### config.mk
export PLATFORM = sky130hd
export DESIGN_NAME = pipe_flow_ctrl
export DESIGN_NICKNAME = d
export VERILOG_FILES = /design/src/rtl/flow_ctrl_pkg.sv /design/src/rtl/cache_stall_fsm.sv /design/src/rtl/pipe_flow_ctrl.sv
export SDC_FILE = /design/constraint.sdc
export NUM_CORES = 1
export LEC_CHECK = 0
export CAP_MARGIN = 20
export CORE_UTILIZATION = 47
export CTS_CLUSTER_DIAMETER = 150
export DETAILED_ROUTE_END_ITERATION = 6
export PLACE_DENSITY = 0.81
export SYNTH_ARGS = -nofsm -noshare
export SYNTH_HDL_FRONTEND = slang
export SYNTH_SLANG_ARGS = --single-unit
### constraint.sdc
create_clock -name clk -period 5.3 [get_ports clk]
set_input_delay 1.06 -clock clk [delete_from_list [all_inputs] [get_ports clk]]
set_output_delay 1.06 -clock clk [all_outputs]
set_load 0.05 [all_outputs]
### src/rtl/flow_ctrl_pkg.sv
// Shared types and helpers for the pipeline flow controller: cache FSM states,
// stage indices and extraction of 4-bit stage fields from packed parameters.
package flow_ctrl_pkg;

  typedef enum logic [1:0] {
    ST_IDLE  = 2'd0,
    ST_MISS  = 2'd1,
    ST_DRAIN = 2'd2
  } cache_st_e;

  localparam int STG_IF  = 0;
  localparam int STG_ID  = 1;
  localparam int STG_EX  = 2;
  localparam int STG_MEM = 3;
  localparam int STG_WB  = 4;

  localparam int MAX_FIELDS = 16;

  function automatic int stg_field(input logic [4*MAX_FIELDS-1:0] vec, input int idx);
    logic [3:0] f;
    f = vec[idx*4 +: 4];
    return int'(f);
  endfunction

  // Originating stage of redirect source idx.
  function automatic int redir_stg(input logic [4*MAX_FIELDS-1:0] vec, input int idx);
    return stg_field(vec, idx);
  endfunction

  function automatic int cache_stg(input logic [4*MAX_FIELDS-1:0] vec, input int idx);
    return stg_field(vec, idx);
  endfunction

endpackage

### src/rtl/cache_stall_fsm.sv
// Per-cache miss FSM (IDLE/MISS/DRAIN) with same-cycle stall generation and a
// saturating stall-cycle counter.
module cache_stall_fsm
  import flow_ctrl_pkg::*;
#(
  parameter int CNT_W = 32
) (
  input  logic             clk,
  input  logic             rst_n,
  input  logic             i_req,
  input  logic             i_ready,
  input  logic             i_hit,
  input  logic             i_cancel,
  output logic             o_stall,
  output logic             o_data_valid,
  output logic             o_in_miss,
  output logic [CNT_W-1:0] o_stall_cnt
);

  cache_st_e        r_state;
  logic [CNT_W-1:0] r_cnt;
  logic             w_stall;
  logic             w_dv;

  // Stall and data-valid are decoded from state and live inputs so the stall
  // takes effect in the very cycle the miss is seen.
  always_comb begin
    w_stall = 1'b0;
    w_dv    = 1'b0;
    if (rst_n) begin
      case (r_state)
        ST_IDLE: begin
          w_stall = i_req & ~i_ready;
          w_dv    = i_ready;
        end
        ST_MISS: begin
          w_stall = ~i_ready;
          w_dv    = i_ready;
        end
        ST_DRAIN: begin
          w_stall = ~(i_ready | i_hit);
          w_dv    = 1'b0;
        end
        default: begin
          w_stall = 1'b0;
          w_dv    = 1'b0;
        end
      endcase
    end else begin
      w_stall = 1'b0;
      w_dv    = 1'b0;
    end
  end

  // State transitions and saturating stall counter.
  always_ff @(posedge clk) begin
    if (!rst_n) begin
      r_state <= ST_IDLE;
      r_cnt   <= {CNT_W{1'b0}};
    end else begin
      case (r_state)
        ST_IDLE:  r_state <= (i_req && !i_ready) ? ST_MISS : ST_IDLE;
        // A refill that completes in the same cycle as a cancel simply retires.
        ST_MISS:  r_state <= i_ready ? ST_IDLE : (i_cancel ? ST_DRAIN : ST_MISS);
        ST_DRAIN: r_state <= (i_ready || i_hit) ? ST_IDLE : ST_DRAIN;
        default:  r_state <= ST_IDLE;
      endcase
      if (w_stall && (r_cnt != {CNT_W{1'b1}})) begin
        r_cnt <= r_cnt + {{(CNT_W-1){1'b0}}, 1'b1};
      end else begin
        r_cnt <= r_cnt;
      end
    end
  end

  assign o_stall      = w_stall;
  assign o_data_valid = w_dv;
  assign o_in_miss    = (r_state == ST_MISS);
  assign o_stall_cnt  = r_cnt;

endmodule

### src/rtl/pipe_flow_ctrl.sv
// Pipeline flow controller: combines per-cache stalls into stage stall/flush
// vectors, arbitrates redirects and buffers a redirect that arrives while IF is frozen.
module pipe_flow_ctrl
  import flow_ctrl_pkg::*;
#(
  parameter int                     XLEN      = 32,
  parameter int                     N_STAGE   = 5,
  parameter int                     N_REDIR   = 2,
  parameter logic [N_REDIR*4-1:0]   REDIR_STG = {4'd1, 4'd2},
  parameter int                     N_CACHE   = 2,
  parameter logic [N_CACHE*4-1:0]   CACHE_STG = {4'd3, 4'd0},
  parameter int                     CNT_W     = 32
) (
  input  logic                      clk,
  input  logic                      rst_n,
  input  logic [N_REDIR-1:0]        redir_valid_i,
  input  logic [N_REDIR*XLEN-1:0]   redir_pc_i,
  input  logic [N_CACHE-1:0]        cache_req_i,
  input  logic [N_CACHE-1:0]        cache_ready_i,
  input  logic [N_CACHE-1:0]        cache_hit_i,
  output logic [N_CACHE-1:0]        cache_cancel_o,
  output logic [N_CACHE-1:0]        cache_data_valid_o,
  output logic [N_STAGE-1:0]        stall_o,
  output logic [N_STAGE-1:0]        flush_o,
  output logic                      fc_jump_flag_o,
  output logic [XLEN-1:0]           fc_jump_pc_o,
  output logic [N_CACHE*CNT_W-1:0]  perf_stall_cnt_o,
  output logic [CNT_W-1:0]          perf_redir_cnt_o
);

  logic [N_CACHE-1:0] w_stall_k;
  logic [N_CACHE-1:0] w_in_miss;
  logic [N_CACHE-1:0] w_cancel;
  logic [N_STAGE-1:0] w_stall_vec;
  logic [N_STAGE-1:0] w_flush;
  logic               w_win_found;
  logic [XLEN-1:0]    w_win_pc;
  int                 w_win_stg;
  logic               w_win_stalled;
  logic               w_accept;
  logic               w_jump_flag;
  logic [XLEN-1:0]    w_jump_pc;

  logic               r_pend_valid;
  logic [XLEN-1:0]    r_pend_pc;
  logic [CNT_W-1:0]   r_redir_cnt;

  for (genvar k = 0; k < N_CACHE; k++) begin : g_cache
    cache_stall_fsm #(.CNT_W(CNT_W)) u_fsm (
      .clk          (clk),
      .rst_n        (rst_n),
      .i_req        (cache_req_i[k]),
      .i_ready      (cache_ready_i[k]),
      .i_hit        (cache_hit_i[k]),
      .i_cancel     (w_cancel[k]),
      .o_stall      (w_stall_k[k]),
      .o_data_valid (cache_data_valid_o[k]),
      .o_in_miss    (w_in_miss[k]),
      .o_stall_cnt  (perf_stall_cnt_o[k*CNT_W +: CNT_W])
    );
  end

  // A stalled cache freezes its own stage and everything upstream of it.
  always_comb begin
    w_stall_vec = '0;
    for (int s = 0; s < N_STAGE; s++) begin
      for (int k = 0; k < N_CACHE; k++) begin
        w_stall_vec[s] = w_stall_vec[s] | (w_stall_k[k] & (s <= cache_stg(64'(CACHE_STG), k)));
      end
    end
  end

  // Fixed-priority pick: scanning downwards leaves the lowest valid index.
  always_comb begin
    w_win_found = 1'b0;
    w_win_pc    = '0;
    w_win_stg   = 0;
    for (int i = N_REDIR - 1; i >= 0; i--) begin
      w_win_pc    = redir_valid_i[i] ? redir_pc_i[i*XLEN +: XLEN] : w_win_pc;
      w_win_stg   = redir_valid_i[i] ? redir_stg(64'(REDIR_STG), i) : w_win_stg;
      w_win_found = w_win_found | redir_valid_i[i];
    end
    w_win_stalled = 1'b0;
    for (int s = 0; s < N_STAGE; s++) begin
      w_win_stalled = w_win_stalled | ((s == w_win_stg) & w_stall_vec[s]);
    end
    w_accept = rst_n & w_win_found & ~w_win_stalled;
  end

  // Flush everything younger than the redirecting stage; abort in-flight I-side refills.
  always_comb begin
    w_flush  = '0;
    w_cancel = '0;
    for (int s = 0; s < N_STAGE; s++) begin
      w_flush[s] = w_accept & (s < w_win_stg);
    end
    for (int k = 0; k < N_CACHE; k++) begin
      w_cancel[k] = w_accept & w_in_miss[k] & (cache_stg(64'(CACHE_STG), k) == STG_IF);
    end
  end

  // A fresh accepted redirect beats the buffered one; both need IF unfrozen.
  always_comb begin
    w_jump_flag = 1'b0;
    w_jump_pc   = '0;
    if (rst_n && !w_stall_vec[0] && w_accept) begin
      w_jump_flag = 1'b1;
      w_jump_pc   = w_win_pc;
    end else if (rst_n && !w_stall_vec[0] && r_pend_valid) begin
      w_jump_flag = 1'b1;
      w_jump_pc   = r_pend_pc;
    end else begin
      w_jump_flag = 1'b0;
      w_jump_pc   = '0;
    end
  end

  // Pending redirect register.
  always_ff @(posedge clk) begin
    if (!rst_n) begin
      r_pend_valid <= 1'b0;
      r_pend_pc    <= '0;
    end else if (w_accept && w_stall_vec[0]) begin
      r_pend_valid <= 1'b1;
      r_pend_pc    <= w_win_pc;
    end else if (!w_stall_vec[0]) begin
      r_pend_valid <= 1'b0;
      r_pend_pc    <= '0;
    end else begin
      r_pend_valid <= r_pend_valid;
      r_pend_pc    <= r_pend_pc;
    end
  end

  // Saturating accepted-redirect counter.
  always_ff @(posedge clk) begin
    if (!rst_n) begin
      r_redir_cnt <= {CNT_W{1'b0}};
    end else if (w_accept && (r_redir_cnt != {CNT_W{1'b1}})) begin
      r_redir_cnt <= r_redir_cnt + {{(CNT_W-1){1'b0}}, 1'b1};
    end else begin
      r_redir_cnt <= r_redir_cnt;
    end
  end

  assign cache_cancel_o   = w_cancel;
  assign stall_o          = w_stall_vec;
  assign flush_o          = w_flush;
  assign fc_jump_flag_o   = w_jump_flag;
  assign fc_jump_pc_o     = w_jump_pc;
  assign perf_redir_cnt_o = r_redir_cnt;

endmodule

==> impl_metrics.json <==
{
  "status": "complete, no violations",
  "n_antenna_cell": 0,
  "power_density_nw_per_um2": 242.2,
  "first_global_vias": 6683,
  "final_hold_viol_count": 0,
  "numCtsBuffers": 17,
  "path_class": "in2out",
  "hold_buffers": 0,
  "synthToLayoutAreaGrowth_pct": 43.57,
  "num_vias": 7357,
  "ctsHtreeMaxLevel": 4,
  "clock_skew_ns": 0.006387,
  "grt_setup_unrepaired": "no",
  "synth_edf_count": 0,
  "min_period_ns": 4.677,
  "detailed_place_hpwl_mm": 14.37,
  "finalSetupViolations": 0,
  "grt_max_degree": 47,
  "synthCells": 858,
  "grt_use_met3_pct": 5.673,
  "period_share_pct": 88.25,
  "cts.path.max_buffers": 2,
  "max_freq_mhz": 213.8,
  "cts_sinks": 133,
  "post_cts_resize_count": 0,
  "peakVddDrop_mv": 0.2008,
  "drive_gt1_share_pct": 9.659,
  "place.gp.congestion": 0.8624,
  "cp-end-kind": "output pin",
  "ys_seq_area_share_pct": 38.39,
  "synthDistinctLibCells": 76,
  "crit_required_ns": 4.24,
  "drc": 0,
  "initial_core_util_pct": 47.90,
  "grt_overflow_total": 0,
  "port_buffers": 211,
  "tns_ns": 0,
  "insertion_delay_ns": 0.41,
  "grtUsageMet2_pct": 44.27,
  "antenna_found_initial": 0,
  "gr-usage-all-layers_pct": 26.18,
  "p_leak_nw": 3.262,
  "tightest_slew_ns": 0.9568,
  "die_x_um": 123.5,
  "ios": 217,
  "relSlewSlack_pct": 36.06,
  "slew_violations": 0,
  "cts_tree": "done",
  "ant_nets": 0,
  "grt_pass1_wl_mm": 31.67,
  "die_area_um2": 15250,
  "yosysWarnings": 0,
  "dr.first_iter.drc_count": 367,
  "hp-class": "reg2reg",
  "synthTopCellsByArea": "dfxtp_1 (38%), nand2_1 (7.1%), o21ai_0 (6.9%)",
  "worstPathArrival_ns": 3.62,
  "synthFlopType": "dfxtp_1",
  "synth_top_area_share_pct": 38.39,
  "path_clk_slew_ns": 0.05,
  "syn_area_per_cell_um2": 8.083,
  "n_fill_cell": 1199,
  "cp-start-kind": "input pin",
  "top_usage_layer": "met2",
  "synth-async-reset-ratio_pct": 0,
  "drv_cap": 0,
  "syn_area_um2": 6935,
  "holdWs_ns": 0.4520,
  "root_buffer": "clkbuf_16",
  "postSynthRegisterBits": 133,
  "vias_per_cell": 5.933,
  "met1_usage_pct": 31.47,
  "post_cts_buffers": 0,
  "worstPathMaxFanout": 33,
  "first_pass_iters": 5,
  "synth_top_area_cell": "dfxtp_1",
  "rows": 44,
  "layout.nets": 1123,
  "die_h_um": 123.5,
  "core_area_um2": 14480,
  "routedWlPerCell_um": 16.38,
  "routed_wl_mm": 20.31
}
==> Yosys cell counts, drive strengths merged, types with 3 or more instances <==
cell / number
nor4: 16
o21a: 5
o211ai: 5
ha: 3
o21ai: 104
clkbuf: 31
nand2b: 11
or3: 36
nor3: 13
nand2: 132
and3: 9
o311ai: 7
buf: 24
a22oi: 32
xnor2: 5
nand3: 35
a211oi: 3
mux2i: 15
o31ai: 20
a2111oi: 3
nor2: 29
or4: 21
and4: 9
a21oi: 50
or2: 5
nand4: 41
xor2: 8
o31a: 6
dfxtp: 133
inv: 14
o41ai: 5
==> critical path, stage by stage <==
cell and delay [ns]:
clkdlybuf4s50_1 0.87, o21a_1 0.18, o311a_1 0.54, nand2_1 0.11
buf_4 0.25, o21ai_0 0.40, buf_12 0.19
==> where the power goes <==
part	switching [W]	internal [W]	total [W]
Combinational	0.000168	0.000127	0.000295
Clock	0.000411	0.000685	0.00110
Sequential	0.0000105	0.00101	0.00102
Total	0.000589	0.00182	0.00241
==> worst paths after layout <==
kind                          startpoint               end  slack, ns  cells after the start
min                        r_pend_pc[31]     r_pend_pc[31]       0.45                      2
min reg2reg                r_pend_pc[31]     r_pend_pc[31]       0.45                      2
max reg2reg  g_cache[1].u_fsm.r_state[1]      r_pend_pc[1]       2.78                      4
max                     redir_valid_i[0]  fc_jump_pc_o[29]       0.62                      7
==> cells by family after synthesis <==
kind of cell	after synthesis	synth area share, %
and+or+nand+nor	370	29.08
AOI/OAI and AO/OA	253	23.09
DFF	133	38.39
buffers and inverters	70	5.033
muxes	15	2.165
xor gates and xnor gates	13	1.642
adders and majority gates	3	0.5413
other	1	0.05407
==> stage by stage <==
stage               cell area, um^2  setup slack, ns  power (W)  utilization [%]  cells
global placement               9409           0.7613   0.001333            64.98   1210
finish                         9957           0.6227   0.002411            68.77   1240
global route                   9957           0.4792   0.002494            68.77   1240
floorplan                      6950            1.060   0.001195                -    862
detailed placement             9409           0.6544   0.001336            64.98   1210
CTS                            9952           0.6359   0.002428            68.73   1239
==> state kept, by name (all words and copies together), names as in the netlist <==
| name | count |
|---|---|
| perf_redir_cnt_o | 32 |
| r_pend_valid | 1 |
| g_cache.u_fsm.r_state | 4 |
| r_pend_pc | 32 |
| g_cache.u_fsm.o_stall_cnt | 64 |
==> per-layer routing <==
layer | wire length (um) | share of wire, %
met5 | 0 | 0
met2 | 9724 | 48
met4 | 544 | 2.7
met3 | 1318 | 6.5
met1 | 8721 | 43
==> final cells by class <==
type                            count  area (um^2)  area share, %
Clock buffer                       25        495.5          4.976
Clock inverter                      4        47.55         0.4775
Inverter                           14        52.55         0.5278
Multi-Input combinational cell    659         3951          39.68
Sequential cell                   133         2663          26.74
Tap cell                          184        230.2          2.312
Timing Repair Buffer              221         2517          25.28
==> cells in the final DEF (no fill, tap or decap), types with 3 or more instances in the layout <==
cell type,Yosys,layout
a2111oi_0,3,3
a21oi_1,49,49
a22oi_1,32,32
and3_1,8,8
and4_1,7,7
buf_12,0,34
buf_4,14,10
clkbuf_1,29,4
clkbuf_16,0,17
clkbuf_8,1,4
clkdlybuf4s50_1,0,175
conb_1,1,5
dfxtp_1,133,133
ha_1,3,3
inv_1,13,12
mux2i_1,15,15
nand2_1,132,132
nand2b_1,11,11
nand3_1,34,34
nand4_1,39,39
nor2_1,29,29
nor3_1,12,12
nor4_1,12,11
nor4_2,3,4
o211ai_1,5,5
o21a_1,5,5
o21ai_0,95,95
o21ai_1,9,8
o311ai_0,4,4
o311ai_1,3,3
o31a_1,5,5
o31ai_1,19,19
o41ai_1,5,5
or2_2,4,4
or3_1,36,36
or4_1,19,19
xnor2_1,5,5
xor2_1,8,8
No activity file was read; power rests on OpenSTA's default activity.
